**src/rtl/vp_kbd_pkg.sv**
```systemverilog
// Shared types and key-code constants for the keyboard event queue.
package vp_kbd_pkg;

    typedef struct packed {
        logic       released;
        logic [7:0] ascii;
    } kbd_evt_t;

    localparam logic [7:0] KEY_YES   = 8'h11;
    localparam logic [7:0] KEY_NO    = 8'h12;
    localparam logic [7:0] KEY_ENTER = 8'h0A;
    localparam logic [7:0] KEY_BS    = 8'h08;

    typedef enum logic [1:0] {StIdle, StPresent, StHold, StGap} kbd_state_t;

    // Numpad bit 0..8 -> "1".."9", bit 9 -> "0".
    function automatic logic [7:0] joy_ascii(input logic [3:0] idx);
        return (idx == 4'd9) ? 8'h30 : 8'h31 + {4'h0, idx};
    endfunction

endpackage

```
**src/rtl/vp_ps2_ascii_lut.sv**
```systemverilog
// PS/2 set-2 scan code to key code translation; codes without a mapping report valid=0.
module vp_ps2_ascii_lut
    import vp_kbd_pkg::*;
(
    input  logic [7:0] scan_code,
    output logic       valid,
    output logic [7:0] ascii
);

    always_comb begin
        valid = 1'b1;
        ascii = 8'h00;
        case (scan_code)
            8'h45: ascii = 8'h30;
            8'h16: ascii = 8'h31;
            8'h1E: ascii = 8'h32;
            8'h26: ascii = 8'h33;
            8'h25: ascii = 8'h34;
            8'h2E: ascii = 8'h35;
            8'h36: ascii = 8'h36;
            8'h3D: ascii = 8'h37;
            8'h3E: ascii = 8'h38;
            8'h46: ascii = 8'h39;
            8'h1C: ascii = 8'h61;
            8'h32: ascii = 8'h62;
            8'h21: ascii = 8'h63;
            8'h23: ascii = 8'h64;
            8'h24: ascii = 8'h65;
            8'h2B: ascii = 8'h66;
            8'h34: ascii = 8'h67;
            8'h33: ascii = 8'h68;
            8'h43: ascii = 8'h69;
            8'h3B: ascii = 8'h6A;
            8'h42: ascii = 8'h6B;
            8'h4B: ascii = 8'h6C;
            8'h3A: ascii = 8'h6D;
            8'h31: ascii = 8'h6E;
            8'h44: ascii = 8'h6F;
            8'h4D: ascii = 8'h70;
            8'h15: ascii = 8'h71;
            8'h2D: ascii = 8'h72;
            8'h1B: ascii = 8'h73;
            8'h2C: ascii = 8'h74;
            8'h3C: ascii = 8'h75;
            8'h2A: ascii = 8'h76;
            8'h1D: ascii = 8'h77;
            8'h22: ascii = 8'h78;
            8'h35: ascii = 8'h79;
            8'h1A: ascii = 8'h7A;
            8'h29: ascii = 8'h20;
            8'h79: ascii = 8'h2B;
            8'h4E: ascii = 8'h2D;
            8'h7C: ascii = 8'h2A;
            8'h4A: ascii = 8'h2F;
            8'h55: ascii = 8'h3D;
            8'h1F: ascii = KEY_YES;
            8'h27: ascii = KEY_NO;
            8'h5A: ascii = KEY_ENTER;
            8'h66: ascii = KEY_BS;
            default: valid = 1'b0;
        endcase
    end

endmodule

```
**src/rtl/vp_kbd_event_queue.sv**
```systemverilog
// Merges PS/2 toggles and joystick numpad edges into a paced press/release stream for vp_keymap.
module vp_kbd_event_queue
    import vp_kbd_pkg::*;
#(
    parameter int unsigned FIFO_AW      = 3,
    parameter int unsigned HOLD_TIMEOUT = 1_000_000,
    parameter int unsigned GAP_CYCLES   = 1024
) (
    input  logic             clk_i,
    input  logic             res_n_i,
    input  logic [10:0]      ps2_key_i,
    input  logic [9:0]       joy_numpad_i,
    input  logic             rx_read_i,
    output logic             rx_data_ready_o,
    output logic [7:0]       rx_ascii_o,
    output logic             rx_released_o,
    output logic [FIFO_AW:0] fifo_level_o,
    output logic             overflow_o
);

    localparam int unsigned DEPTH = 1 << FIFO_AW;
    localparam int unsigned HW    = $clog2(HOLD_TIMEOUT + 1);
    localparam int unsigned GW    = $clog2(GAP_CYCLES + 1);
    localparam logic [FIFO_AW:0] PTR_ONE   = 1;
    localparam logic [HW-1:0]    HOLD_ONE  = 1;
    localparam logic [HW-1:0]    HOLD_LAST = HW'(HOLD_TIMEOUT - 1);
    localparam logic [GW-1:0]    GAP_ONE   = 1;
    localparam logic [GW-1:0]    GAP_LAST  = GW'(GAP_CYCLES - 1);

    logic             ps2_init, ps2_tog, ps2_new, lut_valid, unused_ext;
    logic [7:0]       lut_ascii;
    kbd_evt_t         ps2_pend, push_evt;
    logic             ps2_pend_valid, push_ps2, push, pop, full, empty, found;
    logic [9:0]       joy_hist, joy_flag, joy_rel, joy_grant;
    logic [FIFO_AW:0] wr_ptr, rd_ptr, level;
    kbd_evt_t         mem [DEPTH];
    kbd_state_t       state;
    logic [HW-1:0]    hold_cnt;
    logic [GW-1:0]    gap_cnt;

    vp_ps2_ascii_lut u_lut (
        .scan_code (ps2_key_i[7:0]),
        .valid     (lut_valid),
        .ascii     (lut_ascii)
    );

    assign unused_ext   = ps2_key_i[8];
    assign ps2_new      = ps2_init && (ps2_key_i[10] != ps2_tog) && lut_valid;
    assign level        = wr_ptr - rd_ptr;
    assign fifo_level_o = level;
    assign full         = (level == (FIFO_AW + 1)'(DEPTH));
    assign empty        = (level == '0);
    assign pop          = (state == StIdle) && !empty;
    assign push_ps2     = ps2_pend_valid && !full;
    assign push         = !full && (ps2_pend_valid || (|joy_flag));

    // PS/2 pending has priority; otherwise the lowest-index joystick flag is granted.
    always_comb begin
        found     = 1'b0;
        joy_grant = '0;
        push_evt  = ps2_pend;
        if (!ps2_pend_valid && !full) begin
            for (int i = 0; i < 10; i++) begin
                if (!found && joy_flag[i]) begin
                    found             = 1'b1;
                    joy_grant[i]      = 1'b1;
                    push_evt.released = joy_rel[i];
                    push_evt.ascii    = joy_ascii(4'(i));
                end
            end
        end
    end

    always_ff @(posedge clk_i or negedge res_n_i) begin
        if (!res_n_i) begin
            ps2_init       <= 1'b0;
            ps2_tog        <= 1'b0;
            ps2_pend_valid <= 1'b0;
            ps2_pend       <= '0;
            joy_hist       <= '0;
            joy_flag       <= '0;
            joy_rel        <= '0;
            overflow_o     <= 1'b0;
        end else begin
            ps2_init <= 1'b1;
            ps2_tog  <= ps2_key_i[10];
            joy_hist <= joy_numpad_i;
            if (ps2_new) begin
                ps2_pend_valid    <= 1'b1;
                ps2_pend.released <= ~ps2_key_i[9];
                ps2_pend.ascii    <= lut_ascii;
                if (ps2_pend_valid && !push_ps2) overflow_o <= 1'b1;
            end else if (push_ps2) begin
                ps2_pend_valid <= 1'b0;
            end
            for (int i = 0; i < 10; i++) begin
                if (joy_numpad_i[i] ^ joy_hist[i]) begin
                    joy_flag[i] <= 1'b1;
                    joy_rel[i]  <= ~joy_numpad_i[i];
                end else if (joy_grant[i]) begin
                    joy_flag[i] <= 1'b0;
                end
            end
        end
    end

    always_ff @(posedge clk_i) begin
        if (push) mem[wr_ptr[FIFO_AW-1:0]] <= push_evt;
    end

    always_ff @(posedge clk_i or negedge res_n_i) begin
        if (!res_n_i) begin
            wr_ptr <= '0;
            rd_ptr <= '0;
        end else begin
            if (push) wr_ptr <= wr_ptr + PTR_ONE;
            if (pop)  rd_ptr <= rd_ptr + PTR_ONE;
        end
    end

    always_ff @(posedge clk_i or negedge res_n_i) begin
        if (!res_n_i) begin
            state           <= StIdle;
            rx_data_ready_o <= 1'b0;
            rx_ascii_o      <= '0;
            rx_released_o   <= 1'b0;
            hold_cnt        <= '0;
            gap_cnt         <= '0;
        end else begin
            rx_data_ready_o <= 1'b0;
            case (state)
                StIdle: begin
                    if (!empty) begin
                        rx_ascii_o    <= mem[rd_ptr[FIFO_AW-1:0]].ascii;
                        rx_released_o <= mem[rd_ptr[FIFO_AW-1:0]].released;
                        state         <= StPresent;
                    end
                end
                StPresent: begin
                    rx_data_ready_o <= 1'b1;
                    hold_cnt        <= '0;
                    state           <= StHold;
                end
                StHold: begin
                    if (rx_read_i || hold_cnt == HOLD_LAST) begin
                        gap_cnt <= GAP_LAST;
                        state   <= StGap;
                    end else if (hold_cnt != '1) begin
                        hold_cnt <= hold_cnt + HOLD_ONE;
                    end
                end
                StGap: begin
                    if (gap_cnt == '0) state <= StIdle;
                    else               gap_cnt <= gap_cnt - GAP_ONE;
                end
                default: state <= StIdle;
            endcase
        end
    end

endmodule

```
**config.mk**
```make
export PLATFORM = sky130hd
export DESIGN_NAME = vp_kbd_event_queue
export DESIGN_NICKNAME = d
export VERILOG_FILES = /design/src/rtl/vp_kbd_pkg.sv /design/src/rtl/vp_ps2_ascii_lut.sv /design/src/rtl/vp_kbd_event_queue.sv
export SDC_FILE = /design/constraint.sdc
export NUM_CORES = 1
export LEC_CHECK = 0
export ABC_AREA = 1
export CAP_MARGIN = 20
export CORE_ASPECT_RATIO = 1.25
export CORE_MARGIN = 1.5
export CORE_UTILIZATION = 25
export CTS_CLUSTER_DIAMETER = 120
export DETAILED_ROUTE_END_ITERATION = 6
export PLACE_DENSITY = 0.39
export SLEW_MARGIN = 40
export SYNTH_ARGS = -nofsm -noshare
export SYNTH_HDL_FRONTEND = slang
export SYNTH_SLANG_ARGS = --single-unit
```
**constraint.sdc**
```tcl
create_clock -name clk_i -period 2.65 [get_ports clk_i]
set_clock_uncertainty 0.05 [all_clocks]
set_input_delay 0.265 -clock clk_i [delete_from_list [all_inputs] [get_ports clk_i]]
set_output_delay 0.265 -clock clk_i [all_outputs]
set_load 0.02 [all_outputs]
```
### Word-level counts from Yosys, hierarchy flattened

Memories as Yosys holds them, arrays and structs flattened. A register that Yosys moved wholly into a read port is not among the register bits.
Index checks and enable logic that the tools add are counted.

| word-level totals | value |
|---|---|
| register bits | 85 |
| memory bits (writable) | 72 |
| bits of input ports | 24 |
| output and inout port bits | 15 |
| word-level logic and storage cells | 251 |
| memories | 1 |

| operators by class | value |
|---|---|
| add/subtract/negate cells | 5 |
| equal/unequal tests | 59 |
| multiplexer cells | 76 |
| bitwise logic cells | 22 |
| reduce and logical (&&, ||, !) cells | 55 |

Memories:

| memory | depth | bits a word | read ports | clocked after Yosys merged registers in | wr ports | RTL line | source |
|---|---|---|---|---|---|---|---|
| mem | 8 | 9 | 1 | 1 | 1 | vp_kbd_event_queue.sv:36 | `kbd_evt_t mem [DEPTH];` |

Operators with widths:

| kind | count |
|---|---|
| one-hot mux 7 bit (46 select lines) | 1 |
| equality test 8 x 6 -> 1 bit (second input constant) | 24 |
| equality test 8 x 7 -> 1 bit (second input constant) | 14 |
| 2-to-1 mux 9 bit | 11 |
| equality test 8 x 5 -> 1 bit (second input constant) | 8 |
| 2-to-1 mux 1 bit | 53 |
| OR reduction 46 bit | 1 |
| 2-to-1 mux 20 bit | 2 |
| one-hot mux 20 bit (2 select lines) | 1 |
| nonzero test 2 bit | 13 |
| 2-to-1 mux 11 bit | 2 |
| one-hot mux 11 bit (2 select lines) | 1 |
| adder 20 x 1 -> 20 bit (second input constant) | 1 |
| equality test 20 bit (second input constant) | 1 |
| != test 20 bit (second input constant) | 1 |
| logical AND 1 bit | 16 |
| logical NOT 1 bit | 14 |
| != test 2 bit (second input constant) | 6 |
| inverter 1 bit | 12 |
| logical NOT 11 bit | 1 |
| subtractor 11 x 1 -> 11 bit (second input constant) | 1 |
| 2-to-1 mux 10 bit | 1 |
| OR reduction 10 bit | 1 |
| bitwise XOR 1 bit | 10 |
| other kinds (13) | 21 |

### Logic depth before layout (Yosys ltp)

| depth | value |
|---|---|
| word-level depth | 43 |
| gate-level depth with buffers | 14 |
| depth with buffers taken out | 14 |

### By module

Synthesis repeated with hierarchy kept, for this count alone.

| unflattened totals | value |
|---|---|
| cells, all modules | 1065 |
| area, all modules | 8712.1 µm² |

Modules (own cells, without submodules):

| module | times used | cells an instance | area each (µm²) | sequential area each (µm²) |
|---|---|---|---|---|
| vp_kbd_event_queue | 1 | 873 | 7905.1 | 4514.3 |
| vp_ps2_ascii_lut | 1 | 192 | 807.0 | 0.0 |

### Least setup slack after synthesis

Ideal clock, no wire load.

| path | value |
|---|---|
| path kind | register to register |
| start point | register rd_ptr[1] |
| end point | memory mem[6][0] in the netlist's numbering (enable) |
| library setup time | 0.383 ns |
| arrival | 2.670 ns |
| required time | 2.217 ns |
| path slack | -0.453 ns |
| cell stages (with the launch flop) | 11 |
| period minus slack after synthesis | 3.103 ns |
| path through | dfrtp_1 -> inv_1 -> clkbuf_1 -> fa_1 -> xor2_1 -> nor3_1 -> nand2_1 -> nand2_2 -> inv_2 -> nand2_2 -> nor3_1 |

| between the ends | value |
|---|---|
| word-level cells in the longest chain between the ends | 6 |

RTL lines:

| element | RTL line | source |
|---|---|---|
| start, declared | vp_kbd_event_queue.sv:35 | `logic [FIFO_AW:0] wr_ptr, rd_ptr, level;` |
| start signal, assigned | vp_kbd_event_queue.sv:117 | `if (pop) rd_ptr <= rd_ptr + PTR_ONE;` |
| subtractor 4 bit | vp_kbd_event_queue.sv:49 | `assign level = wr_ptr - rd_ptr;` |
| named net fifo_level_o[2] | vp_kbd_event_queue.sv:17 | `output logic [FIFO_AW:0] fifo_level_o,` |
| equality test 4 bit | vp_kbd_event_queue.sv:51 | `assign full = (level == (FIFO_AW + 1)'(DEPTH));` |
| logical NOT 1 bit | vp_kbd_event_queue.sv:55 | `assign push = !full && (ps2_pend_valid \|\| (\|joy_flag));` |
| logical AND 1 bit | vp_kbd_event_queue.sv:55 |  |
| 2-to-1 mux 1 bit | vp_kbd_event_queue.sv:108 | `if (push) mem[wr_ptr[FIFO_AW-1:0]] <= push_evt;` |
| 2-to-1 mux 1 bit (not written as such) | vp_kbd_event_queue.sv:108 |  |
| end, declared | vp_kbd_event_queue.sv:36 |  |

The timed path passes the listed nets, and every way through them passes these cells.

==> results_dict.tcl <==
set metrics [dict create \
    status "finished, final reports clean" \
    gr-total-overflow 0 \
    synth_top_family_by_area "simple AND/OR/NAND/NOR gates" \
    clock_sinks 156 \
    crit_chain "inv_2 -> ha_4 -> inv_2 -> fa_2 -> xor2_2 -> nor3_2 -> nand2_2 -> nand2_2 -> clkinvlp_4 -> nand4_1 -> o22ai_4" \
    antenna_found_initial 0 \
    nets 1081 \
    ys_seq_elements 156 \
    synth-simple-area-share_pct 26.61 \
    met2WireLength_mm 9.930 \
    cts_tree "built" \
    max_stage_delay_ns 0.38 \
    wl_per_cell_um 13.62 \
    power.internal_mw 6.614 \
    synth_xor_area_share_pct 3.179 \
    fmax_ghz 0.3899 \
    vias_per_cell 4.338 \
    cts_made_buffers 17 \
    io_pins 39 \
    synth_compound_area_share_pct 10.37 \
    fin_crit_ns 2.565 \
    synth_area_per_cell_sq_um 8.646 \
    clock_path_buffers 2 \
    synth_cell_types 49 \
    crit_arrival_ns 2.65 \
    r2r_end "mem[3][1]" \
    seqPwrFrac_pct 34.5 \
    switchingPower_mw 4.167 \
    reg2reg_slack_ns 0.09 \
    p_clk_share_pct 21.9 \
    drt-met1-wl_mm 9.456 \
    ant_nets 0 \
    drv_slew 0 \
    hold_ws_ns 0.2501 \
    synthCells 956 \
    die_area_sq_um 34170 \
    maxCapViolations 0 \
    top_layer "met4" \
    first_iter_violations 287 \
    r2r-start "wr_ptr[0]" \
    crit_end "mem[3][1]" \
    core_area_sq_um 32590 \
    clock_latency_ns 0.43 \
    r2r_cells 11 \
    hpwl_mm 14.91 \
    grt_max_degree 45 \
    cp.required_ns 2.73 \
    synth-seq-area-share_pct 51.11 \
    hold_viol 0 \
    cp_slowest_cell "dfrtp_1" \
    htreeDepth 4 \
    tns_ns 0 \
    cts.reportedPaths.clkPinSlew_ns 0.06 \
    rsz0062_at_grt "true" \
    dr.pass1.iters 4 \
    crit_family "simple AND/OR/NAND/NOR gates" \
    syn-cell-area_sq_um 8265 \
    finalSetupViolations 0 \
    tightest_slew_ns 0.5444 \
    hp-class "primary input to register" \
    relSlewSlack_pct 63.66 \
    drt-total-wl_mm 20.08 \
    muxShareOfSynthArea_pct 0 \
    combinationalPowerShare_pct 43.6 \
    die_width_um 165.6 \
    total_power_mw 10.78 \
    yosysWarnings 0 \
    path_buf_inv 3 \
    grt_pass1_vias 6523 \
    power_density_nw_per_um2 1059 \
    num_rows 74 \
    worst_slack_ns 0.08513 \
    finalCritPeriodShare_pct 96.79 \
    synth_fa_ha_area_share_pct 2.210 \
    cp_num_cells 11 \
    place_ws_ns -0.09771 \
    path_class "register to register" \
    track_usage_pct 12.32 \
    dr_total_vias 6394 \
    cp-start-kind "register" \
    grt_first_pass_wirelength_mm 33.77 \
    swShare_pct 38.65 \
    start_util_pct 25.36 \
    port_buffers 36 \
    drcViolationCount 0 \
    end_kind "register" \
    gp_congestion 0.8265 \
    antenna_cells 0 \
    drive_gt1_share_pct 16.29 \
    root_buffer "clkbuf_16" \
    cp-startpoint "wr_ptr[0]" \
    synth_fp_nets 994 \
    die_h_um 206.3 \
    dr_wl_met3_um 390 \
    cp_max_fo 8 \
    syn_to_final_growth_pct 23.19 \
    vdd_drop_max_uv 1239 \
    power.leakage_nw 4.390 \
]
## cell usage in the layout (no fill, tap or decap), types with 10 or more instances in the layout
| master | n |
|---|---|
| edfxtp_1 | 64 |
| a21oi_1 | 29 |
| nand4_1 | 13 |
| ha_1 | 12 |
| clkdlybuf4s50_1 | 32 |
| clkbuf_16 | 17 |
| buf_4 | 46 |
| o22ai_1 | 20 |
| o21ai_0 | 68 |
| dfrtp_1 | 92 |
| inv_2 | 10 |
| nor2_2 | 10 |
| nand3_1 | 61 |
| inv_1 | 100 |
| nor2_4 | 11 |
| nand2_2 | 29 |
| nor2_1 | 123 |
| nor3_1 | 25 |
| xor2_1 | 22 |
| nand2_1 | 168 |
## routing by layer
| metal | vias up | global-route usage [%] |
|---|---|---|
| met5 | - | 0 |
| met4 | 0 | 4.022 |
| met3 | 18 | 1.934 |
| met2 | 71 | 21.50 |
| met1 | 2969 | 15.54 |
| li1 | 3336 | - |
## sequential cells by signal (all words and copies together), names as in the netlist, 2 cells and up
| name | cells |
|---|---|
| state | 2 |
| gap_cnt | 11 |
| rx_ascii_o | 7 |
| rd_ptr | 4 |
| joy_flag | 10 |
| joy_rel | 10 |
| mem | 64 |
| hold_cnt | 20 |
| ps2_pend | 8 |
| joy_hist | 10 |
| wr_ptr | 4 |
## cell families after synthesis
| family | count (synthesis) |
|---|---|
| AOI/OAI and AO/OA | 152 |
| xor gates and xnor gates | 30 |
| adders and majority gates | 14 |
| buffers and inverters | 132 |
| DFF | 156 |
| other | 2 |
| and+or+nand+nor | 470 |
## synthesized netlist by cell type, drive strengths merged
master / n / area share, %
inv: 113 / 5.2
a31oi: 2 / 0.15
a21oi: 29 / 1.8
nand3: 68 / 4.6
nor3: 30 / 2.0
o211ai: 1 / 0.091
a311oi: 1 / 0.11
o21ai: 82 / 5.2
nand2b: 1 / 0.076
buf: 8 / 0.73
conb: 2 / 0.091
clkinv: 1 / 0.060
nand3b: 4 / 0.41
a22oi: 1 / 0.091
ha: 13 / 2.0
o22ai: 22 / 1.7
nor2: 144 / 7.5
edfxtp: 64 / 23
a21o: 8 / 0.73
o21a: 2 / 0.18
nor3b: 4 / 0.42
clkbuf: 10 / 0.45
xor2: 24 / 2.5
nand4: 13 / 0.98
nor4: 5 / 0.38
dfrtp: 92 / 28
fa: 1 / 0.24
nand2: 199 / 10
xnor2: 6 / 0.64
o31ai: 4 / 0.36
or2: 2 / 0.15
## power by group through the flow
stage               registers [mW]  clock network, mW  logic (mW)
floorplan                     3.81                  0        2.58
detailed placement            3.78                  0        4.47
CTS                           3.73               2.46        4.54
global route                  3.80               2.53        5.31
finish                        3.72               2.36        4.70
global placement              3.77                  0        4.48
## repair_timing
item                                    in CTS  in global routing
gates resized for setup                      8                 21
hold buffers                                 1                  0
endpoints found under the setup margin      81                125
pin swaps                                    1                  8
setup buffers                                1                  6
endpoints found under the hold margin       33                  0
## worst min-delay path by stage
| stage | slack, ns | cells after the start | startpoint | end |
|---|---|---|---|---|
| final | 0.25 | 1 | joy_numpad_i[8] | joy_hist[8] |
| after global routing | 0.23 | 1 | joy_numpad_i[8] | joy_hist[8] |
| after CTS | 0.23 | 1 | joy_numpad_i[8] | joy_hist[8] |
| after detailed placement | 0.23 | 1 | res_n_i | gap_cnt[3] |
| after global placement | 0.23 | 1 | res_n_i | gap_cnt[3] |
| after floorplan | -0.08 | 0 | res_n_i | gap_cnt[0] |
## through the flow
stage               cells  utilization (%)  instance area, sq um
floorplan             956                -                  8299
global placement     1434            28.95                  9435
detailed placement   1434            28.95                  9435
CTS                  1468            30.85                 10050
global route         1474            31.24                 10180
finish               1474            31.24                 10180
## final cells by class
cell class | count | area, sq um
clock buffers | 20 | 456.7
clock inverters | 12 | 112.6
fillers | 3472 | 22410
inverters | 114 | 437.9
multi-input cells | 668 | 3638
flip-flops and latches | 156 | 4224
well taps | 418 | 523.0
repair buffers | 86 | 789.5
Power figures use the tool's default switching activity.
